### src/rtl/down_count_pkg.sv
// Shared definitions for the down-counter monitor: state encoding, counter width
// and the modulo decrement used by the step check.
package down_count_pkg;

  localparam int unsigned CNT_W = 4;

  typedef enum logic [1:0] {
    UNSYNC  = 2'd0,
    SYNCING = 2'd1,
    LOCKED  = 2'd2
  } mon_state_e;

  // Expected successor of a down counter; 0 wraps to all-ones.
  function automatic logic [CNT_W-1:0] dec_mod(input logic [CNT_W-1:0] v);
    return v - CNT_W'(1);
  endfunction

endpackage

### src/rtl/down_step_check.sv
// Combinational step classifier for a down-counter sample against its predecessor.
module down_step_check
  import down_count_pkg::*;
(
  input  logic [CNT_W-1:0] prev_i,
  input  logic [CNT_W-1:0] cnt_i,
  output logic             good_step_c,
  output logic             is_zero_c,
  output logic             is_wrap_c
);

  assign good_step_c = (cnt_i == dec_mod(prev_i));
  assign is_zero_c   = (cnt_i == '0);
  // A wrap is the single good step that crosses from 0 to all-ones.
  assign is_wrap_c   = (prev_i == '0) && (cnt_i == '1);

endmodule

### src/rtl/down_count_monitor.sv
// Lock/error/wrap monitor for a mod-16 down counter sampled on an enable strobe.
module down_count_monitor
  import down_count_pkg::*;
#(
  parameter int unsigned LOCK_LEN = 4,
  parameter int unsigned WRAP_W   = 8,
  parameter int unsigned ERR_W    = 4
) (
  input  logic              clk,
  input  logic              clr,
  input  logic              en,
  input  logic [CNT_W-1:0]  cnt_in,
  output logic              locked,
  output logic              err,
  output logic [ERR_W-1:0]  err_cnt,
  output logic              tc_pulse,
  output logic              wrap_pulse,
  output logic [WRAP_W-1:0] wrap_cnt
);

  localparam int unsigned RUN_W = 4;

  mon_state_e        state_q, state_d;
  logic [CNT_W-1:0]  prev_q, prev_d;
  logic [RUN_W-1:0]  run_q, run_d;
  logic              locked_q, locked_d;
  logic              err_q, err_d;
  logic [ERR_W-1:0]  err_cnt_q, err_cnt_d;
  logic              tc_q, tc_d;
  logic              wrap_q, wrap_d;
  logic [WRAP_W-1:0] wrap_cnt_q, wrap_cnt_d;

  logic              good_step_c;
  logic              is_zero_c;
  logic              is_wrap_c;
  logic [RUN_W-1:0]  run_inc_c;

  down_step_check u_step_check (
    .prev_i      (prev_q),
    .cnt_i       (cnt_in),
    .good_step_c (good_step_c),
    .is_zero_c   (is_zero_c),
    .is_wrap_c   (is_wrap_c)
  );

  assign run_inc_c = run_q + RUN_W'(1);

  // Next-state, counters and pulse generation; only accepted samples move state.
  always_comb begin
    state_d    = state_q;
    prev_d     = prev_q;
    run_d      = run_q;
    err_d      = err_q;
    err_cnt_d  = err_cnt_q;
    wrap_cnt_d = wrap_cnt_q;
    tc_d       = 1'b0;
    wrap_d     = 1'b0;

    if (en) begin
      prev_d = cnt_in;

      if (state_q != UNSYNC) begin
        tc_d = is_zero_c;
        if (is_wrap_c) begin
          wrap_d     = 1'b1;
          wrap_cnt_d = wrap_cnt_q + WRAP_W'(1);
        end
      end

      case (state_q)
        UNSYNC: begin
          state_d = SYNCING;
          run_d   = '0;
        end
        SYNCING: begin
          if (good_step_c) begin
            run_d = run_inc_c;
            if (run_inc_c == RUN_W'(LOCK_LEN)) state_d = LOCKED;
          end else begin
            run_d = '0;
          end
        end
        LOCKED: begin
          if (!good_step_c) begin
            err_d   = 1'b1;
            state_d = SYNCING;
            run_d   = '0;
            if (err_cnt_q != '1) err_cnt_d = err_cnt_q + ERR_W'(1);
          end
        end
        default: begin
          state_d = UNSYNC;
          run_d   = '0;
        end
      endcase
    end

    locked_d = (state_d == LOCKED);
  end

  always_ff @(posedge clk) begin
    if (clr) begin
      state_q    <= UNSYNC;
      prev_q     <= '0;
      run_q      <= '0;
      locked_q   <= 1'b0;
      err_q      <= 1'b0;
      err_cnt_q  <= '0;
      tc_q       <= 1'b0;
      wrap_q     <= 1'b0;
      wrap_cnt_q <= '0;
    end else begin
      state_q    <= state_d;
      prev_q     <= prev_d;
      run_q      <= run_d;
      locked_q   <= locked_d;
      err_q      <= err_d;
      err_cnt_q  <= err_cnt_d;
      tc_q       <= tc_d;
      wrap_q     <= wrap_d;
      wrap_cnt_q <= wrap_cnt_d;
    end
  end

  assign locked     = locked_q;
  assign err        = err_q;
  assign err_cnt    = err_cnt_q;
  assign tc_pulse   = tc_q;
  assign wrap_pulse = wrap_q;
  assign wrap_cnt   = wrap_cnt_q;

endmodule

### config.mk
export PLATFORM = sky130hd
export DESIGN_NAME = down_count_monitor
export DESIGN_NICKNAME = d
export VERILOG_FILES = /design/src/rtl/down_count_pkg.sv /design/src/rtl/down_step_check.sv /design/src/rtl/down_count_monitor.sv
export SDC_FILE = /design/constraint.sdc
export NUM_CORES = 1
export LEC_CHECK = 0
export BUFFER_PORTS_ARGS = -buffer_cell sky130_fd_sc_hd__buf_2
export CORE_UTILIZATION = 30
export DETAILED_ROUTE_END_ITERATION = 10
export PLACE_DENSITY_LB_ADDON = 0.12
export SYNTH_ARGS = -nofsm -noshare
export SYNTH_HDL_FRONTEND = slang
export SYNTH_SLANG_ARGS = --single-unit
export TNS_END_PERCENT = 100
### constraint.sdc
create_clock -name clk -period 2.4 [get_ports clk]
set_input_delay 0.24 -clock clk [delete_from_list [all_inputs] [get_ports clk]]
set_output_delay 0.24 -clock clk [all_outputs]
set_load 0.05 [all_outputs]
# == Yosys cells after proc, flatten, opt, wreduce, memory -nomap -nowiden ==
# Index checks and enable logic that the tools add are counted.
# classes
n_reduce_logical,10
n_eq_ne,8
n_mux,9
n_addsub,4
bitwise,3
# op_table
op,n
adder 4 x 1 -> 4 bit (second input constant),2
adder 8 x 1 -> 8 bit (second input constant),1
logical NOT 4 bit,2
two-way mux 2 bit,4
two-way mux 4 bit,2
one-hot mux 4 bit (2 select lines),1
one-hot mux 2 bit (3 select lines),1
AND reduction 3 bit,2
== test 2 bit (second input constant),2
== test 4 x 3 -> 1 bit (second input constant),1
== test 4 bit,1
== test 4 bit (second input constant),1
inequality test 4 bit (second input constant),1
AND reduction 4 bit,1
subtractor 4 x 1 -> 4 bit (second input constant),1
NOT 1 bit,3
OR reduction 3 bit,1
== test 2 x 1 -> 1 bit (second input constant),1
logical NOT 2 bit,1
inequality test 2 bit (second input constant),1
AND reduction 2 bit,1
nonzero test 2 bit,1
logical AND 1 bit,1
two-way mux 1 bit,1
# totals
inputBits,7
reg_bits,26
word_cells,43
out_inout_bits,16

# == Depth between registers and ports, before layout ==
# Gate-level depths: netlist (run 1).
# depth
depth_word,7
depth_mapped,7
mapped_depth_nobuf,7

# == By module ==
# From an unflattened synthesis (run 1), not the netlist that was laid out.
# hier_totals
cells_unflattened,146
hier_area_um2,1352.5
# by_module_without_submodules
mod,instances,cells_per_inst,area_each_um2
down_count_monitor,1,131,1237.4
down_step_check,1,15,115.1

# == Least setup slack after synthesis (run 1) ==
# Ideal clock, no wire load.
# synth_path
path_kind,reg-to-reg
from,reg prev_q[0]
to,reg err_cnt_q[3] (netlist: err_cnt[3])
slack_ps,511
stages_incl_launch_ff,8
arrival_time_ps,1830
period_less_slack_ps,1889
setup_time_ps,59
cell_sequence,dfxtp_1 > inv_1 > ha_1 > xnor2_1 > nor3_2 > a211o_1 > or4_1 > nand2_1
# synth_via
elab_chain_cells,4
# synth_lines
element,line,rtl
"start, declared",down_count_monitor.sv:24,"logic [CNT_W-1:0] prev_q, prev_d;"
"start signal, assigned",down_count_monitor.sv:114,prev_q <= prev_d;
subtractor 4 x 1 -> 4 bit,down_count_pkg.sv:15,return v - CNT_W'(1);
== test 4 bit,down_step_check.sv:12,assign good_step_c = (cnt_i == dec_mod(prev_i));
NOT 1 bit (no source line),n/a,
AND reduction 4 bit (no source line),n/a,
"end signal, assigned",down_count_monitor.sv:118,err_cnt_q <= err_cnt_d;
"end, declared",down_count_monitor.sv:28,"logic [ERR_W-1:0] err_cnt_q, err_cnt_d;"
# Every way passes these cells.
# A chain may end at the register's enable or synchronous reset.

# == Final worst setup path (run 1) ==
# layout_path
from,reg prev_q[0]
to,reg run_q[1]
# layout_via
elab_chain_cells,4
elab_cells_between_ends,6
# layout_lines
element,line,rtl
subtractor 4 x 1 -> 4 bit *,down_count_pkg.sv:15,
== test 4 bit *,down_step_check.sv:12,
two-way mux 4 bit or inequality test 2 bit (tied branches),n/a,
one-hot mux 4 bit (2 select lines) or AND reduction 2 bit (tied branches),n/a,
"end signal, assigned",down_count_monitor.sv:115,run_q <= run_d;
"end, declared",down_count_monitor.sv:25,"logic [RUN_W-1:0] run_q, run_d;"
# Mark *: on every way between the ends. The rest lies on a longest branch, timed or not.

==> results.md, run 1 <==
- Ports: 23
- Worst setup SP type: flip-flop
- Critical path class: reg2reg
- Yosys warns: 0
- Post-layout minimum cycle time: 2040 ps
- Starting DRT DRC Count: 78
- Share of final-layout standard cells stronger than drive strength 1: 17.9%
- Final worst path period share: 84.8%
- Proportion of netlist area held by the largest area contributor: a little over two fifths
- Flip-flop cell with the highest count after synthesis: sky130_fd_sc_hd__dfxtp_1
- Num CTS Buffers: 3
- Crit path cell chain: inv_1 > ha_1 > xnor2_1 > nor3_2 > and2_1 > o21ai_0 > a31oi_1
- Congestion Overflow GR: 0
- Cell types with the largest area share after synthesis: sky130_fd_sc_hd__dfxtp_1, sky130_fd_sc_hd__xnor2_1, sky130_fd_sc_hd__nor2_1
- Count of buffers added by post-CTS timing repair for setup: 0
- Number of global-route vias before repair: slightly above 1000
- CTS tree: yes
- Critical Path Max Stage Delay: 440 ps
- Global-route wire length before repair: 4.44 mm
- Average routed wire per standard cell: 12.0 um
- Global routing met1 resource utilization: 16.4%
- Most frequent cell after synthesis: sky130_fd_sc_hd__dfxtp_1
- Post-detailed-placement half-perimeter wirelength: 1.83 mm
- VDD IR max: roughly 0.21 mV
- Synth-to-layout area growth: 18.6%
- Sequential cell area fraction in the yosys report: 42.2%
- Power density of the placed cells: 605 nW/um2
- Cell type with the highest aggregate area in the netlist: sky130_fd_sc_hd__dfxtp_1
- Worst hold-check slack: 266 ps
- Min setup slack post-route: between 300 and 400 ps
- GRT Overall Usage: 13.2%
- Insertion delay of the later-clocked pin in the worst-skew pair: 280 ps
- Worst endpoint data arrival time: 2240 ps
- Total of endpoints with negative setup slack in the final report: 0
- Count of antenna-violating nets left after detailed routing: 0
- Crit path max fanout: 8
- Setup TNS Final: 0 ps
- Count of pins over their slew limit: 0
- Average cell area after synthesis: ~8.8 um2
- Post-Syn Nets: 151
- Flop and latch count out of synthesis: 26
- Fin util: about two fifths
- Data required time of the worst path: between 2000 and 3000 ps
- Max Root-Sink Buffers: 2
- Number of buffers inserted for hold repair after clock tree synthesis: 0
- Initial standard-cell utilization of the core: 32.5%
- Number of filler cells placed in the layout: 399
- Slew at the pin closest to its max-slew limit: roughly 580 ps
- Number of vias after detailed routing: approximately 1000
- Tightest Hold Check Type: in2reg
- Unrepaired setup endpoints after global routing: no
- Depth of the CTS H-tree: 1
- Maximum Capacitance Violations: 0
- Vias per std cell: about 5.0
- Final Net Count: 174
- CTS clk-pin slew, worst paths: 90 ps
- Routing layer with the top usage in global route: met2
- Run status: finished, final reports clean
- Final hold violation count: 0
- Ant. Diodes: 0
- Met2 usage in global routing: 22.3%
- Clk sinks: 26
- Relative slew margins: between 60% and 70%
- Most common library cells after synthesis: sky130_fd_sc_hd__dfxtp_1, sky130_fd_sc_hd__nor2_1, sky130_fd_sc_hd__nand2_1
- Count of unresolved DRC violations after routing: 0
- Pin count of the biggest net entering global routing: 26
- Total power of the final layout: around 890 uW
- I/O Buffers: 22
- R2R setup slack: between 300 and 400 ps
- Core footprint: 3800 um2
- Worst setup EP type: flip-flop
- Routed wire length: about 2.5 mm
- Master cell of the clock root buffer: sky130_fd_sc_hd__clkbuf_8
- Die Span X: 66.1 um
- Netlist area before placement: 1230 um2
- Maximum frequency from static timing analysis: 491 MHz
- Antenna violations before repair: 0
- Number of search-and-repair iterations in the first detailed-routing pass: 4
- Floorplan die area: 4370 um2
- Met3 Use GR: 2.24%
- FFs w/ async S/R, synth: 0%
- Standard cell with the maximum stage delay on the critical path: sky130_fd_sc_hd__nor3_2
- Rows: 22
- Mapped Cells: 140
- Leakage: between 0.6 and 0.7 nW
- Weighted congestion reported at the end of routability-driven placement: approximately 0.8
- Number of enable-type register cells in the synthesized netlist: 0
- Clock skew after layout: between 7 and 8 ps
- Count of unique library cells instantiated by Yosys: 33
- Post-placement setup slack: 398 ps
- Die H: 66.1 um
- Number of gates resized after cts: 0
## cells in the final DEF, fill, tap and decap left out, types with 2 or more instances in the layout
cell type                   n
sky130_fd_sc_hd__nand2_1   12
sky130_fd_sc_hd__nand4_1    3
sky130_fd_sc_hd__mux2i_1    6
sky130_fd_sc_hd__or3_1      2
sky130_fd_sc_hd__nor2_1    19
sky130_fd_sc_hd__nand3_1    8
sky130_fd_sc_hd__nor3_1     4
sky130_fd_sc_hd__clkbuf_8   3
sky130_fd_sc_hd__xnor2_1    9
sky130_fd_sc_hd__nor4_1     2
sky130_fd_sc_hd__ha_1       4
sky130_fd_sc_hd__a31oi_1    5
sky130_fd_sc_hd__and3_1     2
sky130_fd_sc_hd__dfxtp_1   26
sky130_fd_sc_hd__inv_1      3
sky130_fd_sc_hd__buf_2     22
sky130_fd_sc_hd__a21oi_1    7
sky130_fd_sc_hd__o21ai_0    5
sky130_fd_sc_hd__xor2_1     4
## layout make-up
cell class              instances  area [um2]  share of cell area (%)
multi-input cells             106         682                    46.6
clock inverters                 1        30.0                    2.05
inverters                       3        11.3                   0.770
well taps                      48        60.1                    4.11
flip-flops and latches         26         520                    35.6
clock buffers                   3        41.3                    2.82
repair buffers                 23         118                    8.04
## cell families after synthesis
| kind of cell | after synthesis | share of synthesized area [%] |
|---|---|---|
| DFF | 26 | 42.2 |
| xor gates and xnor gates | 14 | 11.2 |
| muxes | 6 | 4.87 |
| AOI/OAI and AO/OA | 21 | 10.2 |
| adders and majority gates | 4 | 4.06 |
| buffers and inverters | 8 | 2.53 |
| and+or+nand+nor | 61 | 25.0 |
## sequential cells by signal (all words and copies together) (netlist names)
register    flops
state_q         2
locked          1
err             1
tc_pulse        1
err_cnt         4
prev_q          4
wrap_cnt        8
wrap_pulse      1
run_q           4
## routing by layer
| layer | up-vias | wire (um) |
|---|---|---|
| met5 | - | 0 |
| met1 | 481 | 1200 |
| met3 | 5 | 83 |
| li1 | 537 | - |
| met2 | 19 | 1180 |
| met4 | 0 | 51 |
## metrics by stage
stage               instance area [um2]  instances
finish                             1460        210
global route                       1460        210
CTS                                1460        210
detailed placement                 1390        206
global placement                   1390        206
floorplan                          1230        140
## path summary, 6_finish.rpt
kind | startpoint | end | depth (start not counted)
worst max-delay path | prev_q[0] | run_q[1] | 7
worst min-delay path | cnt_in[0] | prev_q[0] | 3
worst max register to register | prev_q[0] | run_q[1] | 7
worst min register to register | err | err | 2
## worst max-delay path, delay by kind of cell (launching register included)
family          cells  cell delay (ps)
buf+inv             1               60
flops               1              400
fa+ha+maj           1              310
xor+xnor            1              140
simple gates        2              730
compound gates      2              330
## where the power goes
part / switching, mW / internal, mW / leakage, nW
clock network: 0.144 / 0.223 / 0.0357
logic: 0.0451 / 0.0300 / 0.375
registers: 0.00593 / 0.437 / 0.210
Note: power is estimated with default switching activity, not from simulation.
==> run 2: changes to the inputs <==
==> constraint.sdc (replaced) <==
create_clock -name clk -period 1.9 [get_ports clk]
set_input_delay 0.19 -clock clk [delete_from_list [all_inputs] [get_ports clk]]
set_output_delay 0.19 -clock clk [all_outputs]
set_load 0.05 [all_outputs]
==> results.md, run 2 (synthesis gave the netlist of run 1 again) <==
- Ports: 23
- Number of filler cells placed in the layout: just under 400
- Count of antenna-violating nets left after detailed routing: 0
- GRT Overall Usage: 13.5%
- Number of vias after detailed routing: 1026
- Total of endpoints with negative setup slack in the final report: 0
- Leakage: 0.653 nW
- Relative slew margins: 68.7%
- Leading cell types in the layout, fill and taps excluded: sky130_fd_sc_hd__dfxtp_1, sky130_fd_sc_hd__buf_2, sky130_fd_sc_hd__nor2_1
- Number of buffers inserted for hold repair after clock tree synthesis: 0
- Routed wire length: about 2.6 mm
- Rows: 22
- Final Net Count: 178
- Maximum frequency from static timing analysis: 555 MHz
- Die Span X: 66.1 um
- Number of search-and-repair iterations in the first detailed-routing pass: 4
- Worst setup SP type: flip-flop
- Total power of the final layout: 1.14 mW
- Num CTS Buffers: 3
- Run status: finished, final reports clean
- Number of global-route vias before repair: 959
- Area taken by flip-flops and latches: 523 um2
- Final hold violation count: 0
- Floorplan die area: between 4000 and 5000 um2
- Average routed wire per standard cell: approximately 12 um
- Maximum Capacitance Violations: 0
- Post-layout minimum cycle time: roughly 1800 ps
- Depth of the CTS H-tree: 1
- Antenna violations before repair: 0
- Weighted congestion reported at the end of routability-driven placement: 0.772
- Worst hold-check slack: approximately 210 ps
- Share of final-layout standard cells stronger than drive strength 1: a little under a quarter
- Global-route wire length before repair: 4.49 mm
- Vias per std cell: 4.79
- CTS clk-pin slew, worst paths: 90 ps
- Core footprint: 3800 um2
- Area of combinational cells with multiple inputs: 721 um2
- Pin count of the biggest net entering global routing: 26
- Clock skew after layout: 2.89 ps
- Most common cell after layout, fill and taps aside: sky130_fd_sc_hd__dfxtp_1
- Slew at the pin closest to its max-slew limit: 469 ps
- Die H: approximately 66 um
- Unrepaired setup endpoints after global routing: yes
- Tightest Hold Check Type: in2reg
- Count of unresolved DRC violations after routing: 0
- Power density of the placed cells: 746 nW/um2
- Count of pins over their slew limit: 0
- Worst setup EP type: flip-flop
- Insertion delay of the later-clocked pin in the worst-skew pair: roughly 270 ps
- Clk sinks: 26
- I/O Buffers: 22
- Initial standard-cell utilization of the core: around a third
- Data required time of the worst path: 2100 ps
- Post-detailed-placement half-perimeter wirelength: about 1.9 mm
- Setup TNS Final: 0 ps
- Post-placement setup slack: -6.31 ps
- Congestion Overflow GR: 0
- Count of buffers added by post-CTS timing repair for setup: 0
- Synth-to-layout area growth: 24.3%
- Max Root-Sink Buffers: 2
- Worst endpoint data arrival time: 2000 ps
- VDD IR max: 0.397 mV
- Fin util: 40.4%
- Final worst path period share: 94.9%
- Ant. Diodes: 0
- CTS tree: yes
- Max reg flops: 8
- Master cell of the clock root buffer: sky130_fd_sc_hd__clkbuf_8
- Crit path max fanout: 6
- Critical path class: reg2reg
- Starting DRT DRC Count: 46
- Min setup slack post-route: 97.3 ps
-- run 2: cell count changes in the layout (fill, tap and decap cells not counted) --
cell | before | now
sky130_fd_sc_hd__buf_4 | 1 | 5
sky130_fd_sc_hd__dfxtp_1 | 26 | 24
sky130_fd_sc_hd__dfxtp_2 | 0 | 2
sky130_fd_sc_hd__and2_1 | 1 | 0
sky130_fd_sc_hd__and2_2 | 0 | 1
sky130_fd_sc_hd__ha_1 | 4 | 3
sky130_fd_sc_hd__ha_4 | 0 | 1
sky130_fd_sc_hd__nor3_2 | 1 | 0
sky130_fd_sc_hd__nor3_4 | 0 | 1
sky130_fd_sc_hd__xnor2_1 | 9 | 8
sky130_fd_sc_hd__xnor2_4 | 0 | 1
-- run 2: final cells by class --
cell class / count / area share (%)
clock inverters: 1 / 1.96
well taps: 48 / 3.92
inverters: 3 / 0.734
multi-input cells: 106 / 47.0
repair buffers: 27 / 9.62
flip-flops and latches: 26 / 34.1
clock buffers: 3 / 2.69
-- run 2: power breakdown --
group / switching (mW) / internal (mW) / total [mW]
combinational: 0.0715 / 0.0618 / 0.133
sequential: 0.00642 / 0.552 / 0.558
clock: 0.171 / 0.282 / 0.453
total: 0.249 / 0.895 / 1.14
-- run 2: critical path, stage by stage, from the launching register on --
cell	delay (ps)
sky130_fd_sc_hd__dfxtp_1	390
sky130_fd_sc_hd__xor3_1	460
sky130_fd_sc_hd__nor3_4	290
sky130_fd_sc_hd__and2_2	260
sky130_fd_sc_hd__o21ai_0	170
sky130_fd_sc_hd__a31oi_1	170
-- run 2: through the flow --
step | cells | area [um2]
after floorplan | 140 | 1230
after CTS | 214 | 1490
after global placement | 210 | 1420
after detailed placement | 210 | 1420
after global routing | 214 | 1530
final | 214 | 1530
-- run 2: final timing paths --
check | from | to | slack (ps) | cells past startpoint
worst max-delay path | prev_q[2] | run_q[1] | 100 | 5
worst min-delay path | cnt_in[3] | prev_q[3] | 210 | 3
worst max register to register | prev_q[2] | run_q[1] | 100 | 5
worst min register to register | err | err | 470 | 2
-- run 2: timing repair --
item | CTS | global route
pin swaps | 1 | 4
gates resized for setup | 0 | 7
endpoints found under the setup margin | 1 | 12
-- run 2: layer usage --
| layer | GRT usage [%] | vias to the layer above | part of all wire (%) |
|---|---|---|---|
| met1 | 16.6 | 458 | 47 |
| met4 | 4.79 | 0 | 1.1 |
| li1 | - | 545 | - |
| met5 | 0 | - | 0 |
| met2 | 22.2 | 21 | 47 |
| met3 | 3.97 | 2 | 4.7 |
==> run 3: changes to the inputs <==
--- a/config.mk
+++ b/config.mk
@@ -6,8 +6,10 @@
 export NUM_CORES = 1
 export LEC_CHECK = 0
 export BUFFER_PORTS_ARGS = -buffer_cell sky130_fd_sc_hd__buf_2
+export CORE_ASPECT_RATIO = 1.75
 export CORE_UTILIZATION = 30
 export DETAILED_ROUTE_END_ITERATION = 10
+export GPL_ROUTABILITY_DRIVEN = 0
 export PLACE_DENSITY_LB_ADDON = 0.12
 export SYNTH_ARGS = -nofsm -noshare
 export SYNTH_HDL_FRONTEND = slang
==> results.md, run 3 (synthesis gave the netlist of run 1 again) <==
- Run status: finished, final reports clean
- Power Internal: between 700 and 800 uW
- Pin count of the biggest net entering global routing: 26
- Final hold violation count: 0
- Critical path class: reg2reg
- Antenna violations before repair: 0
- Reported net switching power: 253 uW
- Leakage: between 0.6 and 0.7 nW
- Slew at the pin closest to its max-slew limit: about 460 ps
- Insertion delay of the later-clocked pin in the worst-skew pair: 270 ps
- Total of endpoints with negative setup slack in the final report: 0
- Tightest Hold Check Type: in2reg
- Master cell of the clock root buffer: sky130_fd_sc_hd__clkbuf_8
- Fraction of power consumed by sequential logic: 55.6%
- Synth-to-layout area growth: 23.6%
- Post-layout minimum cycle time: 1750 ps
- Relative slew margins: 69.2%
- Most common cell after layout, fill and taps aside: sky130_fd_sc_hd__dfxtp_1
- Logic pwr share: about an eighth
- Final standard cell area without fillers: 1530 um2
- Starting DRT DRC Count: 41
- Count of pins over their slew limit: 0
- Number of search-and-repair iterations in the first detailed-routing pass: 5
- Depth of the CTS H-tree: 1
- VDD IR max: 0.506 mV
- Max Root-Sink Buffers: 2
- Routed wire length: 2.78 mm
- Vias per std cell: ~5.0
- Unrepaired setup endpoints after global routing: no
- Worst setup SP type: flip-flop
- Ant. Diodes: 0
- Share of final-layout standard cells stronger than drive strength 1: 25.3%
- Critical Path Max Stage Delay: 460 ps
- Max reg flops: 8
- Ports: 23
- Die H: 86.8 um
- Average routed wire per standard cell: 13.0 um
- Power density of the placed cells: 660 nW/um2
- Crit path cell chain: xor3_1 > nor3_4 > a211o_1 > buf_4 > mux2i_1 > nor2_1
- Crit path max fanout: 5
- CTS clk-pin slew, worst paths: 90 ps
- Fraction of power spent switching nets: 25.1%
- Count of placed standard cells in the final layout, fillers left out: 214
- Final worst path period share: 92.2%
- CTS tree: yes
- Clock skew after layout: 5.36 ps
- I/O Buffers: 22
- Data required time of the worst path: slightly above 2000 ps
- Relative contribution of the clock network to total power: 31.5%
- Final Net Count: 179
- Leading cell types in the layout, fill and taps excluded: sky130_fd_sc_hd__dfxtp_1, sky130_fd_sc_hd__buf_2, sky130_fd_sc_hd__nor2_1
- Initial standard-cell utilization of the core: 31.6%
- Post-detailed-placement half-perimeter wirelength: 2.01 mm
- Global-route wire length before repair: 4.80 mm
- Rows: 30
- Congestion Overflow GR: 0
- Worst endpoint data arrival time: between 1500 and 2000 ps
- Core footprint: 3900 um2
- Die Span X: 50.5 um
- Number of global-route vias before repair: 1009
- Worst setup EP type: flip-flop
- Num CTS Buffers: 3
- Number of vias after detailed routing: 1079
- Count of antenna-violating nets left after detailed routing: 0
- Number of placed cells counting well taps: 210
- Standard cell with the maximum stage delay on the critical path: sky130_fd_sc_hd__xor3_1
- Maximum frequency from static timing analysis: 571 MHz
- Count of unresolved DRC violations after routing: 0
- Maximum Capacitance Violations: 0
- Floorplan die area: 4380 um2
- Placed cell area: 1420 um2
- Clk sinks: 26
- GRT Overall Usage: 14.2%
[run 3: per-stage QoR]
step	setup WS, ps	util [%]	hold WS, ps	setup TNS, ps	power, mW
final	148	39.1	214	0	1.01
after detailed placement	-18.8	36.4	460	-18.8	0.675
after CTS	17.9	38.0	219	0	0.992
after global routing	12.9	39.1	223	0	1.05
after floorplan	10.9	-	337	0	0.642
after global placement	46.8	36.4	447	0	0.673
[run 3: final timing paths]
check,from,cells past startpoint,slack (ps),to
worst max-delay path,prev_q[2],6,150,err_cnt[1]
worst min-delay path,cnt_in[3],3,210,prev_q[3]
worst max register to register,prev_q[2],6,150,err_cnt[1]
worst min register to register,err,2,480,err
[run 3: repair_timing]
action                     4_1_cts  5_1_grt
setup buffers                    1        0
pin swaps                        1        4
resized for setup                2        9
cloned                           0        0
setup endpoints to repair        1       11
hold buffers                     0        0
[run 3: worst max-delay path: cells and delay by family (launching register included)]
family                 cells  cell delay, ps
flip-flops                 1             370
AO/OA/AOI/OAI              1             190
AND/OR/NAND/NOR            2             320
XOR/XNOR                   1             460
multiplexers               1             170
buffers and inverters      1             130
[run 3: layout make-up]
| cell class | instances | area, um2 |
|---|---|---|
| Fill cell | 425 | 2380 |
| Multi-Input combinational cell | 106 | 733 |
| Sequential cell | 26 | 524 |
| Timing Repair Buffer | 28 | 155 |
| Tap cell | 48 | 60.1 |
| Clock buffer | 3 | 41.3 |
| Inverter | 3 | 11.3 |
[run 3: power groups by stage]
| stage | clock network, mW | logic [mW] | registers (mW) |
|---|---|---|---|
| after global routing | 0.348 | 0.143 | 0.561 |
| after global placement | 0 | 0.103 | 0.570 |
| final | 0.317 | 0.130 | 0.560 |
| after CTS | 0.323 | 0.110 | 0.558 |
| after floorplan | 0 | 0.0713 | 0.571 |
| after detailed placement | 0 | 0.104 | 0.571 |
[run 3: routing by layer]
layer	routed length, um	global-route usage (%)
met1	1120	16.3
met5	0	0
met3	93	2.11
met2	1550	26.3
met4	23	4.55
